**src/rtl/rv32_mem_pkg.sv**
```systemverilog
// Shared types for the IF/LS memory port arbiter.
package rv32_mem_pkg;

  // Owner of the single outstanding memory access.
  typedef enum logic [1:0] {
    OWN_NONE = 2'd0,
    OWN_IF   = 2'd1,
    OWN_LS   = 2'd2
  } mem_owner_e;

  // Instruction fetches always read a full word.
  localparam logic [3:0] BE_FULL = 4'hF;

  // One request as presented to the memory port.
  typedef struct packed {
    logic        we;
    logic [3:0]  be;
    logic [31:0] addr;
    logic [31:0] wdata;
  } mem_req_t;

endpackage

```
**src/rtl/rv32_arb_prio.sv**
```systemverilog
// LS-priority selection with an anti-starvation streak counter for IF.
module rv32_arb_prio
  import rv32_mem_pkg::*;
#(
  parameter int unsigned MAX_LS_STREAK = 4
) (
  input  logic clk_i,
  input  logic rst_n_i,
  input  logic if_req,
  input  logic ls_req,
  input  logic mem_gnt,
  output logic sel_if,
  output logic sel_ls
);

  localparam logic [3:0] STREAK_MAX = 4'(MAX_LS_STREAK);

  logic [3:0] streak_q;
  logic       accept;

  // IF only wins against LS once LS has used up its streak allowance.
  always_comb begin
    sel_if = if_req & (~ls_req | (streak_q == STREAK_MAX));
    sel_ls = ls_req & ~sel_if;
    accept = (if_req | ls_req) & mem_gnt;
  end

  // Count LS grants taken while IF waits; clears once IF is served or stops asking.
  always_ff @(posedge clk_i or negedge rst_n_i) begin
    if (!rst_n_i)                         streak_q <= '0;
    else if (!if_req || (accept && sel_if)) streak_q <= '0;
    else if (accept && sel_ls && streak_q != STREAK_MAX)
                                          streak_q <= streak_q + 4'd1;
  end

endmodule

```
**src/rtl/rv32_mem_port_arbiter.sv**
```systemverilog
// Shares one 1-cycle-latency memory port between instruction fetch and load/store.
module rv32_mem_port_arbiter
  import rv32_mem_pkg::*;
#(
  parameter int unsigned MAX_LS_STREAK = 4
) (
  input  logic        clk_i,
  input  logic        rst_n_i,
  input  logic        if_req_i,
  input  logic [31:0] if_addr_i,
  input  logic        if_flush_i,
  output logic        if_gnt_o,
  output logic        if_rvalid_o,
  output logic [31:0] if_rdata_o,
  input  logic        ls_req_i,
  input  logic        ls_we_i,
  input  logic [3:0]  ls_be_i,
  input  logic [31:0] ls_addr_i,
  input  logic [31:0] ls_wdata_i,
  output logic        ls_gnt_o,
  output logic        ls_rvalid_o,
  output logic [31:0] ls_rdata_o,
  output logic        mem_req_o,
  output logic        mem_we_o,
  output logic [3:0]  mem_be_o,
  output logic [31:0] mem_addr_o,
  output logic [31:0] mem_wdata_o,
  input  logic        mem_gnt_i,
  input  logic        mem_rvalid_i,
  input  logic [31:0] mem_rdata_i,
  output logic        protocol_err_o
);

  logic       sel_if, sel_ls, accept;
  mem_req_t   win;
  mem_owner_e owner_q;
  logic       kill_q;

  rv32_arb_prio #(.MAX_LS_STREAK(MAX_LS_STREAK)) u_prio (
    .clk_i   (clk_i),
    .rst_n_i (rst_n_i),
    .if_req  (if_req_i),
    .ls_req  (ls_req_i),
    .mem_gnt (mem_gnt_i),
    .sel_if  (sel_if),
    .sel_ls  (sel_ls)
  );

  // Mux the winning requester onto the memory port; fetches are full-word reads.
  always_comb begin
    if (sel_if) win = '{we: 1'b0, be: BE_FULL, addr: if_addr_i, wdata: 32'h0};
    else        win = '{we: ls_we_i, be: ls_be_i, addr: ls_addr_i, wdata: ls_wdata_i};
    accept      = mem_req_o & mem_gnt_i;
  end

  assign mem_req_o   = if_req_i | ls_req_i;
  assign mem_we_o    = win.we;
  assign mem_be_o    = win.be;
  assign mem_addr_o  = win.addr;
  assign mem_wdata_o = win.wdata;
  assign if_gnt_o    = sel_if & mem_gnt_i;
  assign ls_gnt_o    = sel_ls & mem_gnt_i;

  // Track who owns the response due next cycle; a fetch issued during flush is marked dead.
  always_ff @(posedge clk_i or negedge rst_n_i) begin
    if (!rst_n_i) begin
      owner_q <= OWN_NONE;
      kill_q  <= 1'b0;
    end else begin
      owner_q <= !accept ? OWN_NONE : (sel_if ? OWN_IF : OWN_LS);
      kill_q  <= accept & sel_if & if_flush_i;
    end
  end

  // A response nobody is waiting for (including one orphaned by reset) is a sticky error.
  always_ff @(posedge clk_i or negedge rst_n_i) begin
    if (!rst_n_i)                                   protocol_err_o <= 1'b0;
    else if (mem_rvalid_i && owner_q == OWN_NONE)   protocol_err_o <= 1'b1;
  end

  assign if_rvalid_o = mem_rvalid_i & (owner_q == OWN_IF) & ~kill_q & ~if_flush_i;
  assign ls_rvalid_o = mem_rvalid_i & (owner_q == OWN_LS);
  assign if_rdata_o  = mem_rdata_i;
  assign ls_rdata_o  = mem_rdata_i;

endmodule

```
**config.mk**
```make
export PLATFORM = sky130hd
export DESIGN_NAME = rv32_mem_port_arbiter
export DESIGN_NICKNAME = d
export VERILOG_FILES = /design/src/rtl/rv32_mem_pkg.sv /design/src/rtl/rv32_arb_prio.sv /design/src/rtl/rv32_mem_port_arbiter.sv
export SDC_FILE = /design/constraint.sdc
export NUM_CORES = 1
export LEC_CHECK = 0
export CORE_AREA = 4 4 106 108
export CTS_CLUSTER_SIZE = 25
export DETAILED_ROUTE_END_ITERATION = 10
export DIE_AREA = 0 0 110 112
export GPL_ROUTABILITY_DRIVEN = 0
export PLACE_DENSITY = 0.74
export SLEW_MARGIN = 10
export SYNTH_ARGS = -nofsm -noshare
export SYNTH_HDL_FRONTEND = slang
export SYNTH_SLANG_ARGS = --single-unit
```
**constraint.sdc**
```tcl
create_clock -name clk_i -period 5.83 [get_ports clk_i]
set_clock_uncertainty 0.1 [all_clocks]
set_input_delay 1.166 -clock clk_i [delete_from_list [all_inputs] [get_ports clk_i]]
set_output_delay 1.166 -clock clk_i [all_outputs]
set_load 0.03 [all_outputs]
```
==> impl_metrics.csv, run 1 <==
group,metric,value,unit
cts,cts-buffers-inserted,3,
synthesis,avgSynthCellArea,9.189,sq um
power_and_ir_drop,power.total,408.2,uW
setup_path,arrival,3420,ps
cts,insertion_delay,230,ps
timing,max_freq,213.3,MHz
timing,setup_viol,0,
hold_path,min_to,"protocol_err_o$_DFFE_PN0P_",
timing,tightest_slew,438.4,ps
cts,post_cts_buffers,0,
route,wl_per_cell,15.09,um
global_route,antenna_found_initial,0,
synthesis,synth_fp_nets,328,
place,io_buffers,182,
route,drc,0,
global_route,grt_pass1_vias,1749,
power_and_ir_drop,p_leak,0.001264,uW
global_route,grt_usage,9.447,%
floorplan,fp-row-count,37,
floorplan,fp.dieArea,0.01232,sq mm
floorplan,core-area,0.01023,sq mm
setup_path,critPathLaunchType,"primary input",
setup_path,critPathMaxStageDelay,610,ps
hold_path,hold_path_depth,1,
setup_path,crit_top_cell,"clkdlybuf4s50_1",
power_and_ir_drop,ir_worst_vdd,0.05709,mV
setup_path,rr_worst_depth,6,
setup_path,r2r_setup_slack,3850,ps
layout,nets,444,
layout,n_antenna_cell,0,
hold_path,hold_start,"protocol_err_o$_DFFE_PN0P_",
timing,rsz0062_at_grt,"no",
layout,fin_area,0.003194,sq mm
place,postPlaceCellArea,0.003153,sq mm
cts,cts_resized,0,
setup_path,required,4560,ps
synthesis,postSynthCellCount,186,
route,drt_iter0_markers,39,
timing,relSlewSlack,70.68,%
global_route,grt_max_degree,31,
flow_run,maxCapViolations,0,
route,vias,1645,
synthesis,syn-cell-area,0.001709,sq mm
route,finalWirelength,6579,um
setup_path,r2r-end,"kill_q$_DFF_PN0_",
timing,min_period,4687,ps
layout,final_common_cell,"clkdlybuf4s50_1",
run_status,status,"completed",
setup_path,cp_slowest_cell,"clkdlybuf4s50_1",
timing,tns,0,ps
cts,holdBufCountCts,0,
setup_path,setup.worst_path.class,"primary input to output port",
synthesis,yosys_warnings,0,
setup_path,crit_fanout,27,
route,firstDrtPassIters,3,
layout,syn_to_final_growth,86.90,%
global_route,overflow,0,
setup_path,reg2reg_from,"u_prio.streak_q[0]$_DFFE_PN0P_",
cts,htreeDepth,1,
setup_path,end_kind,"output port",
cts,cts_tree,"yes",
cts,clock-root-buffer,"clkbuf_8",
layout,layout-drive-gt1-share,14.33,%
global_route,grt_pass1_wl,9308,um
synthesis,ys_seq_elements,8,
timing,hold_ws,375.4,ps
setup_path,crit_buf_inv,3,
route,via_per_inst,3.773,
layout,layout_common_cells,"clkdlybuf4s50_1 (182), nor2b_1 (33), mux2_4 (30)",
setup_path,crit_path_cell_trace,"clkdlybuf4s50_1 > o21a_4 > buf_4 > mux2_4 > clkdlybuf4s50_1",
setup_path,cp_top_family,"buffers and inverters",
synthesis,ys_types,29,
timing,maxSlewViolCount,0,
floorplan,io_pins,279,
floorplan,initial_utilization,16.71,%
cts,clock_path_buffers,2,
cts,clk_pin_slew,40,ps
place,dp_hpwl,5701,um
cts,cts_sinks,8,
layout,fin_util,31.22,%
timing,hold_viol,0,
synthesis,seq_area_frac_synth,11.71,%
floorplan,die_y,112,um
power_and_ir_drop,cellPowerDensity,127.8,mW/mm^2
hold_path,holdCritPathClass,"flop to flop",
timing,min_period_over_period,80.40,%
floorplan,chipWidth,110,um
route,detail-route-antenna-nets,0,
[cell families after synthesis]
family                     Yosys count  share of synthesized area (%)
AOI/OAI and AO/OA                   10                          3.733
adders and majority gates            2                          1.464
buffers and inverters               78                          35.21
DFF                                  8                          11.71
muxes                               32                          27.67
and+or+nand+nor                     56                          20.21
[per-layer routing]
layer	wire length [um]	vias to the layer above	global-route usage, %
met5	0	-	0
met4	29	0	1.164
met3	1041	6	5.217
met2	3064	123	16.14
met1	2443	746	10.48
li1	-	770	-
[worst max-delay path by stage]
| stage | start | end | slack [ps] | depth (start not counted) |
|---|---|---|---|---|
| final | if_req_i | mem_addr_o[17] | 1140 | 5 |
| after global routing | if_req_i | mem_addr_o[15] | 1050 | 5 |
| after CTS | if_req_i | mem_addr_o[20] | 1140 | 5 |
| after detailed placement | if_req_i | mem_addr_o[20] | 1140 | 5 |
| after global placement | if_req_i | mem_addr_o[17] | 1210 | 5 |
| after floorplan | mem_rvalid_i | if_rvalid_o | 2310 | 2 |
[power breakdown]
part / switching [uW] / leakage, uW / internal [uW]
sequential: 1.05 / 0.000104 / 57.1
clock: 21.5 / 0.0000216 / 44.7
combinational: 126 / 0.00114 / 158
total: 148 / 0.00126 / 260
[worst reg2reg max path: stages (launching register included)]
cell and delay, ps:
dfrtp_1 410, inv_1 100, ha_1 170, and3b_1 320
o21a_4 360, buf_12 280, and3_1 180
[state kept, by name, indices dropped and copies added, names as in the netlist]
signal           flops
kill_q               1
owner_q              2
protocol_err_o       1
u_prio.streak_q      4
[Yosys cell counts]
library cell	instances	area (sq um)
and2_1	3	18.77
nor4b_1	1	8.760
and3_1	1	6.260
nand4b_1	1	8.760
nand2_1	2	7.510
mux2_4	30	450.4
nor2_1	2	7.510
a21oi_1	4	20.02
buf_6	2	22.52
dfrtp_1	8	200.2
nor2b_1	33	206.5
o21bai_1	1	7.510
mux2_2	2	22.52
and3b_1	1	8.760
buf_2	4	20.02
nand2b_1	2	12.51
o21a_1	2	15.01
inv_1	5	18.77
o32ai_1	1	8.760
or3_1	1	6.260
nand3_1	2	10.01
buf_12	3	60.06
or2_2	5	31.28
or4_1	1	7.510
o31ai_1	1	7.510
buf_4	64	480.5
ha_1	2	25.02
o21ai_0	1	5.000
nor3_1	1	5.000
[area by class of cell]
cell class              instances  area (sq um)
repair buffers                184          1849
well taps                     136         170.2
clock buffers                   3         41.29
inverters                       5         18.77
multi-input cells             100         914.6
fillers                      1064          7037
flip-flops and latches          8         200.2
[per-stage QoR]
| step | setup slack, ps | instances |
|---|---|---|
| floorplan | 2311 | 186 |
| global placement | 1212 | 433 |
| detailed placement | 1140 | 433 |
| CTS | 1137 | 436 |
| global route | 1052 | 436 |
| finish | 1143 | 436 |
No activity file was read; power rests on OpenSTA's default activity.
==> run 2: changes to the inputs <==
Settings changed: CORE_AREA 4 4 106 108 to 4 4 107 109, DIE_AREA 0 0 110 112 to 0 0 111 113, PLACE_DENSITY 0.74 to 0.75.
Clock period 5.83 ns to 3.8 ns, I/O delays scaled along.
==> run 2 against run 1 <==
Net effect: total power is 54% higher; critical path depth is 1 higher; via count rose by 0.36%; first-iteration DRC count up 51%; utilization is 1.0 points lower; final area rose by 0.31%; clock-buffer cell count stayed put; sequential share of layout area about the same; critical path type unchanged.
==> impl_metrics.csv, run 2 (synthesized netlist as in run 1, its figures left out) <==
group,metric,value,unit
run_status,status,"completed",
global_route,grt_pass1_vias,1716,
timing,min_period_over_period,94.66,%
place,place_ws,221.0,ps
setup_path,critPathLaunchType,"primary input",
setup_path,required,2940,ps
setup_path,end_kind,"output port",
cts,post_cts_buffers,0,
route,wl_per_cell,14.83,um
cts,cts-buffers-inserted,3,
setup_path,setup.worst_path.class,"primary input to output port",
cts,cts_resized,0,
layout,layout-drive-gt1-share,16.61,%
hold_path,min_to,"protocol_err_o$_DFFE_PN0P_",
setup_path,crit_fanout,41,
floorplan,die_y,113,um
flow_run,maxCapViolations,0,
setup_path,crit_top_cell,"clkdlybuf4s50_1",
cts,htreeDepth,1,
timing,setup_viol,0,
cts,cts_tree,"yes",
setup_path,rr_worst_depth,5,
timing,hold_viol,0,
place,dp_hpwl,5731,um
hold_path,hold_start,"owner_q[0]$_DFF_PN0_",
hold_path,holdCritPathClass,"flop to flop",
route,via_per_inst,3.744,
cts,holdBufCountCts,0,
timing,tightest_slew,386.8,ps
layout,n_antenna_cell,0,
floorplan,io_pins,279,
setup_path,arrival,2740,ps
cts,clock-root-buffer,"clkbuf_8",
floorplan,fp-row-count,38,
route,detail-route-antenna-nets,0,
hold_path,hold_path_depth,1,
power_and_ir_drop,cellPowerDensity,196.2,mW/mm^2
layout,nets,445,
cts,insertion_delay,230,ps
place,io_buffers,182,
layout,largest_reg_flops,4,
layout,regMostFlops,"u_prio.streak_q",
route,drc,0,
cts,clk_pin_slew,40,ps
global_route,overflow,0,
setup_path,cp_slowest_cell,"clkdlybuf4s50_1",
global_route,met2_usage,15.61,%
layout,layout_common_cells,"clkdlybuf4s50_1 (176), nor2b_1 (33), mux2_4 (30)",
route,drt_iter0_markers,59,
setup_path,cp_top_family,"buffers and inverters",
power_and_ir_drop,p_leak,0.001277,uW
setup_path,r2r_setup_slack,2000,ps
route,finalWirelength,6540,um
setup_path,r2r-end,"u_prio.streak_q[3]$_DFFE_PN0P_",
layout,fill_cells,1093,
timing,hold_ws,393.1,ps
global_route,grt_usage,9.472,%
layout,reg_top3,"u_prio.streak_q: 4 flops, owner_q: 2 flops",
layout,syn_to_final_growth,87.48,%
global_route,gr-usage-met1,11.12,%
global_route,grt_max_degree,42,
timing,relSlewSlack,74.13,%
timing,timing.final.ws_setup,202.8,ps
setup_path,crit_path_cell_trace,"clkdlybuf4s50_1 > inv_1 > o21a_4 > buf_12 > mux2_4 > clkdlybuf4s50_1",
setup_path,reg2reg_from,"u_prio.streak_q[0]$_DFFE_PN0P_",
floorplan,core-area,0.01060,sq mm
timing,maxSlewViolCount,0,
setup_path,critPathMaxStageDelay,610,ps
floorplan,fp.dieArea,0.01254,sq mm
global_route,antenna_found_initial,0,
layout,multiInputGateArea,914.6,sq um
route,firstDrtPassIters,3,
timing,max_freq,278.0,MHz
timing,min_period,3597,ps
layout,final_common_cell,"clkdlybuf4s50_1",
route,vias,1651,
layout,regArea,200.2,sq um
cts,clock_path_buffers,2,
global_route,grt_busiest_layer,"met2",
timing,tns,0,ps
power_and_ir_drop,ir_worst_vdd,0.06693,mV
global_route,grt_pass1_wl,9653,um
setup_path,crit_buf_inv,4,
cts,cts_sinks,8,
global_route,grtUsageMet3,4.545,%
power_and_ir_drop,power.total,628.7,uW
floorplan,chipWidth,111,um
floorplan,initial_utilization,16.12,%
timing,rsz0062_at_grt,"no",
[run 2: cell types whose count changed in the layout (fill, tap and decap cells not counted)]
cell	before	now
buf_4	1	7
clkdlybuf4s50_1	182	176
buf_12	1	2
[run 2: power by group]
part           internal (uW)  switching, uW
clock                   68.5           32.9
combinational            243            195
sequential              87.7           1.48
total                    399            230
[run 2: cell type report]
class	count	share of cell area [%]
inverters	5	0.5857
multi-input cells	100	28.54
repair buffers	185	57.87
well taps	140	5.467
flip-flops and latches	8	6.248
clock buffers	3	1.289
[run 2: worst register-to-register path, stage by stage, from the launching register on]
cell and delay [ps]:
dfrtp_1 390, inv_1 80, ha_1 210, and3b_1 270, or4_1 520, a21oi_1 160
[run 2: worst max-delay path by stage]
stage	start	to	slack [ps]	cells after the start
final	ls_req_i	mem_addr_o[24]	200	6
after CTS	ls_req_i	mem_addr_o[24]	220	6
after floorplan	mem_rvalid_i	if_rvalid_o	1090	2
after global placement	ls_req_i	mem_addr_o[11]	250	6
after global routing	ls_req_i	mem_addr_o[24]	150	6
after detailed placement	ls_req_i	mem_addr_o[24]	220	6
[run 2: per-layer routing]
layer	routed length, um	vias up
met5	0	-
met4	81	0
met3	786	14
met2	3099	121
met1	2573	745
li1	-	771
[run 2: through the flow]
step,cells,util (%),area [sq um]
after floorplan,186,-,1709
after global placement,438,29.83,3163
after detailed placement,438,29.83,3163
after CTS,441,30.22,3204
after global routing,441,30.22,3204
final,441,30.22,3204
